### config.mk
export PLATFORM = sky130hd
export DESIGN_NAME = vnu_conv_rr_sched
export DESIGN_NICKNAME = d
export VERILOG_FILES = /design/src/rtl/dgldpc_sched_pkg.sv /design/src/rtl/conv_compl2sm.sv /design/src/rtl/vnu_conv_rr_sched.sv
export SDC_FILE = /design/constraint.sdc
export NUM_CORES = 1
export LEC_CHECK = 0
export ABC_CLOCK_PERIOD_IN_PS = 3500
export CORE_MARGIN = 4
export CORE_UTILIZATION = 40
export CTS_BUF_LIST = sky130_fd_sc_hd__clkbuf_16
export DETAILED_ROUTE_END_ITERATION = 8
export MAX_ROUTING_LAYER = met4
export PLACE_DENSITY_LB_ADDON = 0.3
export SLEW_MARGIN = 20
export SYNTH_ARGS = -nofsm -noshare
export SYNTH_HDL_FRONTEND = slang
export SYNTH_SLANG_ARGS = --single-unit
### constraint.sdc
create_clock -name i_clk -period 3.5 [get_ports i_clk]
set_input_delay 0.7 -clock i_clk [delete_from_list [all_inputs] [get_ports i_clk]]
set_output_delay 0.7 -clock i_clk [all_outputs]
set_load 0.03 [all_outputs]
### src/rtl/dgldpc_sched_pkg.sv
// Shared helpers for the VNU conversion scheduler: ID width function,
// default configuration, pointer type and the most-negative message constant.
package dgldpc_sched_pkg;

    // Index width that never collapses to zero bits, even for tiny requester counts.
    function automatic int clog2_min1(input int n);
        return (n <= 2) ? 1 : $clog2(n);
    endfunction

    localparam int DATA_W_DFLT  = 8;
    localparam int NUM_REQ_DFLT = 4;
    localparam int CNT_W_DFLT   = 16;
    localparam int ID_W_DFLT    = clog2_min1(NUM_REQ_DFLT);

    typedef logic [ID_W_DFLT-1:0] rr_ptr_t;

    localparam logic [DATA_W_DFLT-1:0] MOST_NEG_DFLT = {1'b1, {(DATA_W_DFLT-1){1'b0}}};

endpackage

### src/rtl/conv_compl2sm.sv
// Two's-complement to sign-magnitude converter; the most negative input has
// no magnitude representation and saturates to all ones.
module conv_compl2sm #(
    parameter int DATA_W = 8
) (
    input  logic [DATA_W-1:0] i_data,
    output logic [DATA_W-1:0] o_data
);

    localparam logic [DATA_W-1:0] MOST_NEG = {1'b1, {(DATA_W-1){1'b0}}};

    logic [DATA_W-1:0] neg_data;

    assign neg_data = ~i_data + DATA_W'(1);

    always_comb begin
        // NOTE: every branch assigns o_data, and the default comes first, so no latch can be inferred.
        o_data = i_data;
        if (i_data == MOST_NEG) begin
            o_data = '1;
        end else if (i_data[DATA_W-1]) begin
            o_data = {1'b1, neg_data[DATA_W-2:0]};
        end
    end

endmodule

### src/rtl/vnu_conv_rr_sched.sv
// Round-robin scheduler sharing one sign-magnitude converter between VNU
// producers, with a single registered output stage and a saturation counter.
module vnu_conv_rr_sched
    import dgldpc_sched_pkg::*;
#(
    parameter int DATA_W  = DATA_W_DFLT,
    parameter int NUM_REQ = NUM_REQ_DFLT,
    parameter int CNT_W   = CNT_W_DFLT,
    localparam int ID_W   = clog2_min1(NUM_REQ)
) (
    input  logic                      i_clk,
    input  logic                      i_rst_n,
    input  logic [NUM_REQ-1:0]        i_req_valid,
    input  logic [NUM_REQ*DATA_W-1:0] i_req_data,
    output logic [NUM_REQ-1:0]        o_req_ready,
    output logic                      o_valid,
    output logic [DATA_W-1:0]         o_data,
    output logic [ID_W-1:0]           o_id,
    input  logic                      i_ready,
    input  logic                      i_clr_cnt,
    output logic [CNT_W-1:0]          o_sat_cnt
);

    localparam logic [DATA_W-1:0] MOST_NEG = {1'b1, {(DATA_W-1){1'b0}}};
    localparam logic [CNT_W-1:0]  CNT_MAX  = '1;
    localparam logic [ID_W-1:0]   LAST_ID  = ID_W'(NUM_REQ - 1);

    logic [ID_W-1:0]      rr_ptr;
    logic [2*NUM_REQ-1:0] req_dbl;
    logic [2*NUM_REQ-1:0] req_rot;
    logic                 grant_found;
    logic [ID_W-1:0]      grant_idx;
    logic                 stage_free;
    logic                 xfer;
    logic [DATA_W-1:0]    grant_data;
    logic [DATA_W-1:0]    conv_data;
    logic                 grant_sat;

    // Rotating a doubled request vector puts rr_ptr at bit 0, so a plain
    // lowest-bit search yields the round-robin winner without wrap logic.
    always_comb begin
        req_dbl     = {i_req_valid, i_req_valid};
        req_rot     = req_dbl >> rr_ptr;
        grant_found = 1'b0;
        grant_idx   = '0;
        for (int j = NUM_REQ - 1; j >= 0; j--) begin
            if (req_rot[j]) begin
                grant_found = 1'b1;
                grant_idx   = ID_W'((int'(rr_ptr) + j) % NUM_REQ);
            end
        end
    end

    assign stage_free = !o_valid || i_ready;
    // Reset gates the handshake so no producer believes a word was taken.
    assign xfer       = grant_found && stage_free && i_rst_n;

    always_comb begin
        o_req_ready = '0;
        if (xfer) begin
            o_req_ready[grant_idx] = 1'b1;
        end
    end

    assign grant_data = i_req_data[grant_idx*DATA_W +: DATA_W];
    assign grant_sat  = (grant_data == MOST_NEG);

    conv_compl2sm #(
        .DATA_W(DATA_W)
    ) u_conv (
        .i_data(grant_data),
        .o_data(conv_data)
    );

    always_ff @(posedge i_clk) begin
        // NOTE: sequential state uses non-blocking assignments so every register samples pre-edge values.
        if (!i_rst_n) begin
            o_valid <= 1'b0;
            o_data  <= '0;
            o_id    <= '0;
            rr_ptr  <= '0;
        end else if (xfer) begin
            o_valid <= 1'b1;
            o_data  <= conv_data;
            o_id    <= grant_idx;
            rr_ptr  <= (grant_idx == LAST_ID) ? '0 : grant_idx + ID_W'(1);
        end else if (i_ready) begin
            o_valid <= 1'b0;
        end
    end

    // Clear wins over a same-cycle increment; the count sticks at its maximum.
    always_ff @(posedge i_clk) begin
        if (!i_rst_n || i_clr_cnt) begin
            o_sat_cnt <= '0;
        end else if (xfer && grant_sat && (o_sat_cnt != CNT_MAX)) begin
            o_sat_cnt <= o_sat_cnt + CNT_W'(1);
        end
    end

endmodule

==> results by group, run 1 <==
Critical path
  – Startpoint types: input port
  – Worst Path Arrival: 3.40 ns
  – Slowest stage cell, crit path: o32ai_2
  – Most used cell, CP: buf_4
  – CP max FO: 13
  – Worst setup path class: in2reg
  – CP Cell Sequence: dlymetal6s2s_1 > nor2b_2 > buf_4 > o32ai_2 > inv_2 > a21oi_1 > a22o_1 > ha_2 > a21boi_4 > nand4_1 > buf_4 > buf_4 > clkbuf_16 > o31a_1 > o21a_1
  – Slowest stage delay, CP: 0.41 ns
  – Worst Setup End Kind: flop
  – Req. time, crit path: 3.66 ns
  – Worst Path Buf+Inv: 6
  – Cell class contributing the biggest share of worst-path delay: compound AO/OA/AOI/OAI gates

Logic synthesis
  – Yosys top cell by area: dfxtp_1
  – Synthesized-area fraction occupied by adder cells: around 4%
  – Post-synth ARST share: 0%
  – Post-Synth XOR/XNOR Area: between 1 and 1.5%
  – YS warnings: 0
  – Cell Area, Synth: ~1900 um^2
  – Seq cells post-synth: 29
  – Synth Instances: 230
  – Library cells used by synthesis: between 40 and 50
  – Main combinational cell family by area after synthesis: simple AND/OR/NAND/NOR gates
  – Compound-Gate Fraction of Synth Area: a little under a quarter
  – Mux share of post-synthesis cell area: 7.68%
  – Synth Flop Type: dfxtp_1
  – Sequential area share after synthesis: between 30% and 40%
  – Post-synthesis simple-gate area fraction: 27.5%
  – Syn_nets: 276
  – Area contributors post-synth: dfxtp_1 31%, a21oi_1 7.9%, nand3_1 5.6%
  – Syn avg cell area: 8.21 um^2
  – Post-synth EDFFs: 0
  – Top cell type's share of synthesized area: 30.7%

Power and ir drop
  – Leakage Power: approximately 1.3 nW
  – VDD IR max: 264 uV
  – Overall power: 1.38 mW
  – PwrDens: 447 nW/um^2

Flow run
  – Maxcap violations: 0

Route
  – Pre-antenna DRT Iters: 4
  – Post-DRT Antenna Nets: 0
  – Final WL: ~5800 um
  – WL/cell: 15.1 um
  – Via Count: ~2.1k
  – Via density: 5.52
  – DRC viols: 0
  – DR iter-0 viols: 91

Die
  – Die Ht: 76.7 um
  – Die X: about 77 um
  – DIE AREA: 5890 um^2
  – I/O pins: 71
  – Core Rows: 24
  – Initial Util: 42.2%
  – Core area: 4470 um^2

Clock tree
  – CTS H-tree lvls: 2
  – CTS tree: built
  – # hold bufs at CTS: 0
  – Clock sinks: 29
  – CTS Root Cell: clkbuf_16
  – Clock Latency Late Sink: 0.27 ns
  – CTS Buf Count: 5
  – Clock Tree Buf Depth: 2
  – Clock-pin slew on the worst setup and hold paths: 0.05 ns

Global routing
  – Vias in the first global route: about 2k
  – Largest net degree at the start of global routing: 31
  – Gr ovfl total: 0
  – GRT Total Usage: 19.2%
  – First-pass GRT wire length: 9140 um
  – Initial antenna violation count: 0

STA
  – Setup TNS Final: 0 ns
  – Hold Fails Final Rpt: 0
  – Slew HR: between 60% and 70%
  – Clock skew: ~0.0036 ns
  – RSZ-0062 raised after global routing: false
  – Fin crit share: 92.4%
  – Setup Viol. Count Final: 0
  – Max Fclk: between 300 and 400 MHz
  – Worst slew pin tran: 0.528 ns
  – Min Tclk post-route: 3.24 ns
  – Slew Limit Fails: 0

Finish
  – NumNets Final: around 380
  – Most common cell after layout, fill and taps aside: clkdlybuf4s50_1
  – Final non-filler cell total: between 300 and 400
  – ANT cells: 0
  – FF/Latch Area: 581 um^2
  – Area of the multi-input gates: 1230 um^2
  – Final design utilization: 68.8%
  – FILL cells: 354
  – Most frequent cells in the layout: 62 x clkdlybuf4s50_1, 34 x buf_4, 30 x a21oi_1
  – Syn-to-layout area delta: 62.9%
  – Layout cell share with drive strength beyond 1: roughly a fifth

Placement
  – Detailed Place HPWL: 4200 um
  – Port Buffers: 70
  – GPL Wtd Cong: around 0.85
  – Placed cell count: 369

Run status
  – Outcome: completed

Hold path
  – Hold Path Class: reg2reg
cells in the mapped netlist, drive strengths merged, types with 2 or more instances:
master,count
a21oi,30
dfxtp,29
nand3,21
nand2,17
and3,10
mux2i,10
or4,10
clkbuf,9
o31ai,9
inv,8
o21ai,8
ha,6
nor2,6
nor2b,5
and2,4
buf,4
mux2,4
a22o,3
o31a,3
or2,3
xor2,3
a21boi,2
a31oi,2
nand2b,2
nor4,2
o211ai,2
o21a,2
o311ai,2
o41ai,2
or3,2
power breakdown:
group | internal [mW] | switching [mW]
Combinational | 0.302 | 0.299
Clock | 0.253 | 0.139
Sequential | 0.362 | 0.0195
Total | 0.918 | 0.458
metrics by stage:
stage	cell area (um^2)	hold slack, ns	setup WS, ns
after floorplan	1890	0.478	0.149
after global placement	2830	0.455	-0.176
after detailed placement	2830	0.470	-0.296
after CTS	2970	0.478	0.0406
after global routing	3080	0.504	0.169
final	3080	0.477	0.265
worst register-to-register path, stage by stage, from the launching register on:
cell and delay, ns:
dfxtp_1 0.38, nor2b_2 0.07, buf_4 0.13, o32ai_2 0.41
inv_2 0.08, a21oi_1 0.16, a22o_1 0.19, ha_2 0.19
a21boi_4 0.18, nand4_1 0.10, buf_4 0.17, buf_4 0.14
clkbuf_16 0.16, o31a_1 0.30, o21a_1 0.19
final timing paths:
kind,cells past startpoint,end,startpoint,slack (ns)
max,15,o_sat_cnt[9],i_req_valid[2],0.26
min,2,o_id[1],o_id[1],0.48
max reg2reg,14,o_sat_cnt[9],rr_ptr[0],0.56
min reg2reg,2,o_id[1],o_id[1],0.48
metal layers:
layer	GRT usage, %	routed length, um	vias to the layer above
li1	-	-	1068
met1	23.4	2580	989
met2	31.5	2920	47
met3	5.62	232	6
met4	3.80	48	0
met5	-	0	-
layout make-up:
| class | count | area share, % |
|---|---|---|
| clock buffers | 5 | 4.07 |
| clock inverters | 2 | 0.244 |
| inverters | 8 | 1.06 |
| multi-input cells | 180 | 40.1 |
| flip-flops and latches | 29 | 18.9 |
| well taps | 52 | 2.11 |
| repair buffers | 106 | 33.6 |
logic make-up after synthesis:
logic type	count (synthesis)
buffers and inverters	21
muxes	14
and+or+nand+nor	88
adders and majority gates	6
AOI/OAI and AO/OA	69
xor gates and xnor gates	3
DFF	29
registers in the layout, summed over array words and instances, names as in the netlist:
name       count
o_valid        1
rr_ptr         2
o_sat_cnt     16
o_data         8
o_id           2
what timing repair did:
item | 4_1_cts | 5_1_grt
resized for setup | 3 | 9
pin swaps | 1 | 5
setup endpoints to repair | 8 | 18
gates cloned | 0 | 2
endpoints found under the hold margin | 0 | 0
buffers inserted | 0 | 4
Power figures use the tool's default switching activity.
==> run 2, diff against run 1 <==
RECOVER_POWER = 100   (was not set)
==> run 2 against run 1 <==
Against the previous run: critical path depth did not move; clock power hardly changed; global-route usage unchanged; total power shrank 1.2%; sequential power barely moved; count of clock-buffer cells in the layout did not move; cell count stayed put; sequential share of layout area rose by 0.085 points; register-to-register slack about the same; maximum frequency about the same; largest cell class unchanged.
==> results by group, run 2 (same netlist as run 1, synthesis figures left out) <==
Run status
  – Outcome: completed

Clock tree
  – Clock Tree Buf Depth: 2
  – CTS Buf Count: 5
  – CTS tree: built
  – Clock sinks: 29
  – CTS Root Cell: clkbuf_16
  – # hold bufs at CTS: 0
  – CTS H-tree lvls: 2
  – Clock Latency Late Sink: 0.27 ns
  – Clock-pin slew on the worst setup and hold paths: 0.05 ns

STA
  – Hold WS: 0.475 ns
  – Clock skew: 0.00426 ns
  – Worst slew pin tran: 0.639 ns
  – Fin crit share: 92.5%
  – Setup Viol. Count Final: 0
  – Max Fclk: roughly 310 MHz
  – Slew HR: 57.4%
  – Slew Limit Fails: 0
  – Hold Fails Final Rpt: 0
  – Min Tclk post-route: between 3 and 4 ns
  – RSZ-0062 raised after global routing: false

Critical path
  – CP max FO: 13
  – Reg-to-Reg End: o_sat_cnt[9]
  – R2r startpoint: rr_ptr[0]
  – R2R setup slack: about 0.57 ns
  – Cell class contributing the biggest share of worst-path delay: compound AO/OA/AOI/OAI gates
  – Startpoint types: input port
  – Worst Path Buf+Inv: 6
  – Slowest stage delay, CP: 0.41 ns
  – Worst Setup End Kind: flop
  – Worst Path Arrival: 3.40 ns
  – Worst setup path class: in2reg
  – Req. time, crit path: about 3.7 ns
  – CP Cell Sequence: dlymetal6s2s_1 > nor2b_2 > buf_4 > o32ai_2 > inv_2 > a21oi_1 > a22o_1 > ha_2 > a21boi_4 > nand4_1 > buf_4 > buf_4 > clkbuf_16 > o31a_1 > o21a_1
  – Slowest stage cell, crit path: o32ai_2
  – Depth of the most critical reg-to-reg path: 14
  – Most used cell, CP: buf_4

Die
  – Initial Util: 42.2%
  – I/O pins: 71
  – Die Ht: around 77 um
  – Core Rows: 24
  – DIE AREA: between 5000 and 6000 um^2
  – Core area: 4470 um^2
  – Die X: 76.7 um

Route
  – Via Count: between 2k and 2.5k
  – Pre-antenna DRT Iters: 4
  – WL/cell: 15.1 um
  – Post-DRT Antenna Nets: 0
  – DRC viols: 0
  – DR iter-0 viols: about 100
  – Via density: approximately 5.6
  – Final WL: between 5000 and 6000 um

Power and ir drop
  – Int Power: 905 uW
  – PwrDens: 443 nW/um^2
  – VDD IR max: 262 uV
  – Sequential share of power: 28.0%
  – Clk network pwr share: ~29%
  – Sw power: around 450 uW
  – Comb pwr share: 43.2%
  – Leakage Power: 1.34 nW
  – Sw frac: between 30% and 40%

Global routing
  – GRT Total Usage: between 10% and 20%
  – Vias in the first global route: 2003
  – First-pass GRT wire length: slightly above 9000 um
  – Gr ovfl total: 0
  – Initial antenna violation count: 0
  – Largest net degree at the start of global routing: 31

Placement
  – Detailed Place HPWL: 4200 um
  – Port Buffers: 70
  – Post-place instance area: ~2800 um^2
  – Placed cell count: approximately 370
  – GPL Wtd Cong: 0.846

Hold path
  – Worst Hold Launch: o_id[1]
  – Hold Path Class: reg2reg
  – Hold Path Sink: o_id[1]
  – Cells on Worst Hold Path: 2

Finish
  – Most common cell after layout, fill and taps aside: clkdlybuf4s50_1
  – Post-route cell area: 3060 um^2
  – NumNets Final: 376
  – Largest register by flop count: o_sat_cnt
  – Layout cell share with drive strength beyond 1: 17.9%
  – Final non-filler cell total: 382
  – Biggest regs: o_sat_cnt (16), o_data (8)
  – ANT cells: 0
  – Max reg flops: 16
  – Syn-to-layout area delta: 62.2%
  – Most frequent cells in the layout: 34 x clkdlybuf4s50_1, 30 x a21oi_1, 30 x buf_4

Flow run
  – Maxcap violations: 0
## run 2: cell types whose count changed in the layout (fill, tap and decap cells not counted), sizes merged
cell | previous run | this run
buf | 36 | 32
clkbuf | 7 | 11
dlygate4sd3 | 0 | 28
clkdlybuf4s50 | 62 | 34
## run 2: worst max path at each step
stage | end | startpoint | cells after the start | slack (ns)
3_3_place_gp | o_sat_cnt[14] | i_req_valid[2] | 13 | -0.18
4_1_cts | o_sat_cnt[14] | i_req_valid[2] | 13 | 0.04
5_1_grt | o_data[3] | i_req_valid[2] | 13 | 0.08
2_1_floorplan | o_sat_cnt[10] | i_req_valid[2] | 13 | 0.15
6_report | o_sat_cnt[9] | i_req_valid[2] | 15 | 0.26
3_5_place_dp | o_sat_cnt[8] | i_req_valid[2] | 13 | -0.30
## run 2: metrics by stage
step / utilization, % / setup slack [ns] / power (mW) / TNS (ns)
after floorplan: - / 0.149 / 0.718 / 0
after global routing: 68.5 / 0.0828 / 1.44 / 0
final: 68.5 / 0.262 / 1.36 / 0
after CTS: 66.3 / 0.0406 / 1.35 / 0
after detailed placement: 63.3 / -0.296 / 0.956 / -4.50
after global placement: 63.3 / -0.176 / 0.949 / -2.74
## run 2: layout make-up
class                      count  area, um^2
fill                         360        1410
multi-input combinational    180        1230
tap                           52        65.1
timing repair buffer         106        1020
sequential                    29         581
clock buffer                   5         125
inverter                       8        32.5
clock inverter                 2        7.51
## run 2: repair_timing
item | 4_1_cts | 5_1_grt
gates cloned | 0 | 2
setup endpoints to repair | 8 | 18
buffers inserted | 0 | 4
endpoints found under the hold margin | 0 | 0
resized for setup | 3 | 9
pin swaps | 1 | 5
## run 2: tightest hold or removal path: cells and delay by family (launching register included)
family	cells	cell delay, ns
AOI/OAI and AO/OA	1	0.06
DFF	1	0.32
and+or+nand+nor	1	0.06
## run 2: per-layer routing
metal / vias up / part of all wire [%] / global-route usage (%)
met5: - / 0 / -
met4: 0 / 0.78 / 3.80
met3: 6 / 3.9 / 5.62
met2: 44 / 50 / 31.5
met1: 1014 / 45 / 23.4
li1: 1066 / - / -
## run 2: power groups by stage
stage	sequential [mW]	clock, mW	combinational (mW)
3_3_place_gp	0.387	0	0.562
3_5_place_dp	0.388	0	0.569
2_1_floorplan	0.437	0	0.282
6_report	0.381	0.391	0.588
5_1_grt	0.384	0.414	0.643
4_1_cts	0.381	0.396	0.574
